===== config.mk =====
export PLATFORM = sky130hd
export DESIGN_NAME = room_draw_scheduler
export DESIGN_NICKNAME = d
export VERILOG_FILES = /design/src/rtl/room_draw_scheduler.sv
export SDC_FILE = /design/constraint.sdc
export NUM_CORES = 1
export LEC_CHECK = 0
export CAP_MARGIN = 20
export CORE_MARGIN = 4
export CORE_UTILIZATION = 60
export CTS_BUF_LIST = sky130_fd_sc_hd__clkbuf_8
export CTS_CLUSTER_SIZE = 24
export DETAILED_ROUTE_END_ITERATION = 8
export DONT_BUFFER_PORTS = 1
export PLACE_DENSITY = 0.76
export SETUP_SLACK_MARGIN = 0.02
export SLEW_MARGIN = 0
export SYNTH_ARGS = -nofsm -noshare
export SYNTH_HDL_FRONTEND = slang
export SYNTH_SLANG_ARGS = --single-unit

===== constraint.sdc =====
create_clock -name clock -period 5.8 [get_ports clock]
set_clock_uncertainty 0.15 [all_clocks]
set_input_delay 1.45 -clock clock [delete_from_list [all_inputs] [get_ports clock]]
set_output_delay 1.45 -clock clock [all_outputs]
set_load 0.1 [all_outputs]

===== src/rtl/room_draw_scheduler.sv =====
// Round-robin icon redraw sequencer for the five floorplan rooms, plus a
// full-screen clear sweep, driving a VGA adapter plot interface.
module room_draw_scheduler #(
  parameter int BASE_X = 8,
  parameter int X_STEP = 30,
  parameter int ROOM_Y = 56,
  parameter int ICON_W = 8,
  parameter int ICON_H = 8,
  parameter int SCR_W  = 160,
  parameter int SCR_H  = 120
) (
  input  logic       clock,
  input  logic       reset,
  input  logic [4:0] req,
  input  logic [4:0] funct,
  input  logic [4:0] onoff,
  input  logic       clear_req,
  output logic [7:0] x,
  output logic [6:0] y,
  output logic [2:0] colour,
  output logic       plot,
  output logic [4:0] grant,
  output logic       busy,
  output logic       done
);

  localparam logic [2:0] S_IDLE  = 3'd0;
  localparam logic [2:0] S_LATCH = 3'd1;
  localparam logic [2:0] S_DRAW  = 3'd2;
  localparam logic [2:0] S_CLR   = 3'd3;
  localparam logic [2:0] S_DONE  = 3'd4;

  localparam int OXW = $clog2(ICON_W);
  localparam int OYW = $clog2(ICON_H);

  logic [2:0]     state_q, state_d;
  logic [4:0]     pend_q, pend_d;
  logic           cpend_q, cpend_d;
  logic [2:0]     rr_q, rr_d;
  logic [2:0]     gidx_q, gidx_d;
  logic [4:0]     grant_q, grant_d;
  logic [2:0]     colour_q, colour_d;
  logic [7:0]     basex_q, basex_d;
  logic [OXW-1:0] ox_q, ox_d;
  logic [OYW-1:0] oy_q, oy_d;
  logic [7:0]     cx_q, cx_d;
  logic [6:0]     cy_q, cy_d;
  logic [7:0]     x_q, x_d;
  logic [6:0]     y_q, y_d;
  logic           plot_q, plot_d;
  logic           done_q, done_d;

  logic [2:0]     cand, sel;
  logic           found;
  logic [4:0]     pend_clr;
  logic           cpend_clr;

  function automatic logic [2:0] icon_colour(input logic is_light, input logic is_on);
    if (is_light) return is_on ? 3'b110 : 3'b001;
    else          return is_on ? 3'b100 : 3'b010;
  endfunction

  // First pending room at or after the round-robin pointer, wrapping 4 -> 0.
  always_comb begin
    cand  = '0;
    sel   = '0;
    found = 1'b0;
    for (int k = 0; k < 5; k++) begin
      cand = 3'((int'(rr_q) + k) % 5);
      if (!found && pend_q[cand]) begin
        found = 1'b1;
        sel   = cand;
      end
    end
  end

  always_comb begin
    state_d   = state_q;
    rr_d      = rr_q;
    gidx_d    = gidx_q;
    grant_d   = grant_q;
    colour_d  = colour_q;
    basex_d   = basex_q;
    ox_d      = ox_q;
    oy_d      = oy_q;
    cx_d      = cx_q;
    cy_d      = cy_q;
    x_d       = x_q;
    y_d       = y_q;
    plot_d    = 1'b0;
    done_d    = 1'b0;
    pend_clr  = '0;
    cpend_clr = 1'b0;
    case (state_q)
      S_IDLE: begin
        if (cpend_q) begin
          state_d   = S_CLR;
          cpend_clr = 1'b1;
          cx_d      = '0;
          cy_d      = '0;
          x_d       = '0;
          y_d       = '0;
          colour_d  = 3'b000;
          plot_d    = 1'b1;
        end else if (found) begin
          state_d  = S_LATCH;
          gidx_d   = sel;
          grant_d  = 5'b00001 << sel;
          pend_clr = 5'b00001 << sel;
          rr_d     = (sel == 3'd4) ? 3'd0 : sel + 3'd1;
        end
      end
      S_LATCH: begin
        // Room attributes are frozen here; later input changes do not touch this icon.
        colour_d = icon_colour(funct[gidx_q], onoff[gidx_q]);
        basex_d  = 8'(BASE_X + int'(gidx_q) * X_STEP);
        ox_d     = '0;
        oy_d     = '0;
        x_d      = basex_d;
        y_d      = 7'(ROOM_Y);
        plot_d   = 1'b1;
        state_d  = S_DRAW;
      end
      S_DRAW: begin
        if (ox_q == OXW'(ICON_W - 1) && oy_q == OYW'(ICON_H - 1)) begin
          state_d = S_DONE;
          done_d  = 1'b1;
        end else begin
          if (ox_q == OXW'(ICON_W - 1)) begin
            ox_d = '0;
            oy_d = oy_q + 1'b1;
          end else begin
            ox_d = ox_q + 1'b1;
          end
          x_d    = basex_q + 8'(ox_d);
          y_d    = 7'(ROOM_Y) + 7'(oy_d);
          plot_d = 1'b1;
        end
      end
      S_CLR: begin
        if (cx_q == 8'(SCR_W - 1) && cy_q == 7'(SCR_H - 1)) begin
          state_d = S_DONE;
          done_d  = 1'b1;
        end else begin
          if (cx_q == 8'(SCR_W - 1)) begin
            cx_d = '0;
            cy_d = cy_q + 1'b1;
          end else begin
            cx_d = cx_q + 1'b1;
          end
          x_d    = cx_d;
          y_d    = cy_d;
          plot_d = 1'b1;
        end
      end
      S_DONE: begin
        grant_d = '0;
        state_d = S_IDLE;
      end
      default: state_d = S_IDLE;
    endcase
    // A request arriving on its own grant edge survives and causes one more redraw.
    pend_d  = (pend_q & ~pend_clr) | req;
    cpend_d = (cpend_q & ~cpend_clr) | clear_req;
  end

  always_ff @(posedge clock or negedge reset) begin
    if (!reset) begin
      state_q  <= S_IDLE;
      pend_q   <= '0;
      cpend_q  <= 1'b0;
      rr_q     <= '0;
      gidx_q   <= '0;
      grant_q  <= '0;
      colour_q <= '0;
      basex_q  <= '0;
      ox_q     <= '0;
      oy_q     <= '0;
      cx_q     <= '0;
      cy_q     <= '0;
      x_q      <= '0;
      y_q      <= '0;
      plot_q   <= 1'b0;
      done_q   <= 1'b0;
    end else begin
      state_q  <= state_d;
      pend_q   <= pend_d;
      cpend_q  <= cpend_d;
      rr_q     <= rr_d;
      gidx_q   <= gidx_d;
      grant_q  <= grant_d;
      colour_q <= colour_d;
      basex_q  <= basex_d;
      ox_q     <= ox_d;
      oy_q     <= oy_d;
      cx_q     <= cx_d;
      cy_q     <= cy_d;
      x_q      <= x_d;
      y_q      <= y_d;
      plot_q   <= plot_d;
      done_q   <= done_d;
    end
  end

  assign x      = x_q;
  assign y      = y_q;
  assign colour = colour_q;
  assign plot   = plot_q;
  assign grant  = grant_q;
  assign done   = done_q;
  assign busy   = (state_q != S_IDLE);

endmodule


==> metrics.yaml <==
worst_hold_path_type: "register to register"
drtPass1Iterations: 7
grt.total_usage_pct: 24.98
cts_root_buf: "clkbuf_8"
place_congestion: 0.9834
hold_buffers: 0
slowest_delay_ps: 410
dieArea_mm2: 0.01064
n_antenna_cell: 0
setup_viol: 0
critPathKind: "register to register"
cts_buffers: 9
syn_area_per_cell_um2: 9.298
ys_types: 88
whs_ps: 347.7
ys_warn_count: 0
final_nets: 637
die_w_um: 103.1
h-tree-depth: 3
met1_usage_pct: 36.28
grtUsageMet2_pct: 39.17
clk_pin_slew_ps: 90
grt_pass1_vias: 4299
cts_tree: "done"
postRouteAntennaNets: 0
final.setup.tns_ps: 0
max_freq_mhz: 183.1
port_buffers: 0
synth_seq_cells: 68
die_h_um: 103.1
n_fill_cell: 682
finalInstanceArea_mm2: 0.005710
core.rowCount: 34
crit_fanout: 12
crit_required_ps: 5880
grt_max_degree: 69
grt_antenna_before_repair: 0
max_slew_margin_pct: 29.65
final_max_slew_viol_count: 0
vias_per_cell: 6.569
placed_area_mm2: 0.005465
cp_num_buf_inv: 4
post-route-drc-count: 0
wl_per_cell_um: 18.71
critical_path_arrival_ps: 5540
wl_um: 12890
boundaryPins: 44
num_vias: 4526
ys_seq_area_share_pct: 31.34
hold_viol_final: 0
cp_slowest_cell: "dfrtp_1"
worst_slack_ps: 337.4
area_delta_synth_final_pct: 5.161
cp-start-kind: "register"
drive_gt1_share_pct: 12.74
place.detailed.hpwl_um: 9427
met3_usage_pct: 4.804
path_cells: "inv_4, ha_1, inv_1, ha_1, inv_1, ha_1, nor3_4, nor3_1, or2_4, ha_1, nor2b_1, o32ai_4, mux2_2, a32oi_1, nand2_1, mux2i_1, a211o_1, inv_1, ha_1, nand4bb_2, o211a_1"
syn_nets: 645
synth-edff-count: 0
maxCapViolations: 0
path_delay_family: "adder cells"
gr-total-overflow: 0
core_area_mm2: 0.008763
cts.sinks: 68
postSynth.asyncResetShare_pct: 100.0
start_util_pct: 61.96
worst_slew_pin_slew_ps: 1054
status: "complete, no violations"
period_needed_ps: 5463
cts_buffer_depth: 2
rsz0062_at_grt: "no"
end_kind: "register"
critPathMostFrequentCell: "ha_1"
dr.first_iter.drc_count: 272
busiest_layer: "met2"
syn_inst: 584
post-route-period-util_pct: 94.18
syn_area_mm2: 0.005430
synth-main-ff-cell: "dfrtp_1"
clk_latency_ps: 350
dp_slack_ps: 216.7
grt_pass1_wl_um: 20980
## flip-flops by register name (all words and copies together) (netlist names)
name	count
grant	5
colour	3
oy_q	3
cy_q	7
ox_q	3
y	7
cpend_q	1
basex_q	7
done	1
x	8
cx_q	8
rr_q	3
state_q	3
gidx_q	3
pend_q	5
plot	1
## final timing paths
path / to / start / slack, ps / depth (start not counted)
setup / recovery: rr_q[0]$_DFFE_PN0P_ / rr_q[1]$_DFFE_PN0P_ / 340 / 21
hold / removal: basex_q[1]$_DFFE_PN0P_ / basex_q[1]$_DFFE_PN0P_ / 350 / 2
setup reg to reg: rr_q[0]$_DFFE_PN0P_ / rr_q[1]$_DFFE_PN0P_ / 340 / 21
hold reg to reg: basex_q[1]$_DFFE_PN0P_ / basex_q[1]$_DFFE_PN0P_ / 350 / 2
max in group asynchronous: y[0]$_DFFE_PN0P_ / reset / 4720 / 0
min in group asynchronous: oy_q[2]$_DFFE_PN0P_ / reset / 640 / 0
## Yosys cell counts (6+ instances only)
library cell | instances | share of area [%]
nor3_1 | 6 | 0.55
nor2b_1 | 7 | 0.81
ha_1 | 39 | 9.0
nor2_1 | 37 | 2.6
inv_1 | 25 | 1.7
xnor2_1 | 13 | 2.1
a22o_1 | 9 | 1.5
dfrtp_1 | 68 | 31
and2_1 | 7 | 0.81
nand3b_1 | 8 | 1.1
o21ai_0 | 35 | 3.2
a21oi_1 | 34 | 3.1
mux2_2 | 7 | 1.5
and3_1 | 6 | 0.69
clkbuf_1 | 13 | 0.90
nand2_1 | 58 | 4.0
o22ai_1 | 7 | 0.81
nand3_1 | 16 | 1.5
a21o_1 | 16 | 2.2
xor2_1 | 13 | 2.1
mux2i_1 | 15 | 2.8
## cell type report
cell class / count / area [um^2] / area share [%]
Inverter: 27 / 103.9 / 1.819
Clock inverter: 7 / 82.58 / 1.446
Multi-Input combinational cell: 460 / 3488 / 61.09
Sequential cell: 68 / 1702 / 29.80
Tap cell: 108 / 135.1 / 2.366
Clock buffer: 9 / 123.9 / 2.169
Timing Repair Buffer: 10 / 75.07 / 1.315
## tightest hold or removal path: stages (launching register included)
cell and delay, ps:
dfrtp_1 360, nand2_1 50, o21ai_0 60
## stage by stage
| step | utilization (%) | instances |
|---|---|---|
| floorplan | - | 584 |
| global placement | 62.36 | 671 |
| detailed placement | 62.36 | 671 |
| CTS | 64.72 | 687 |
| global route | 65.16 | 689 |
| finish | 65.16 | 689 |
## cells by family (layout without fill, tap and decap cells)
family	count (synthesis)	after routing	synth area share, %
compound gates	177	177	23.71
xor+xnor	29	29	5.092
fa+ha+maj	43	43	10.46
buf+inv	56	53	4.862
flops	68	68	31.34
mux	27	27	6.152
simple gates	184	184	18.39
## metal layers
layer | share of wire [%] | wire [um]
met4 | 0.59 | 76
met5 | 0 | 0
met3 | 6.1 | 780
met1 | 46 | 5931
met2 | 47 | 6101
## cell usage in the layout (no fill, tap or decap), types with 5 or more instances in the layout
cell type  instances
a21o_1            16
a21oi_1           34
a22o_1             9
and2_1             7
and3_1             6
buf_4             10
clkbuf_8           9
dfrtp_1           68
ha_1              39
inv_1             25
mux2_2             7
mux2i_1           15
nand2_1           58
nand3_1           16
nand3b_1           8
nor2_1            37
nor2b_1            7
nor3_1             6
o211ai_1           5
o21ai_0           35
o22ai_1            7
xnor2_1           13
xor2_1            13
## repair_timing
item | 4_1_cts | 5_1_grt
resized for setup | 0 | 3
buffers inserted | 0 | 2
endpoints found under the setup margin | 0 | 9
Power is left out: the tool's default activity adds up to more than one toggle a clock period on the data nets, which glitch-free logic cannot reach.
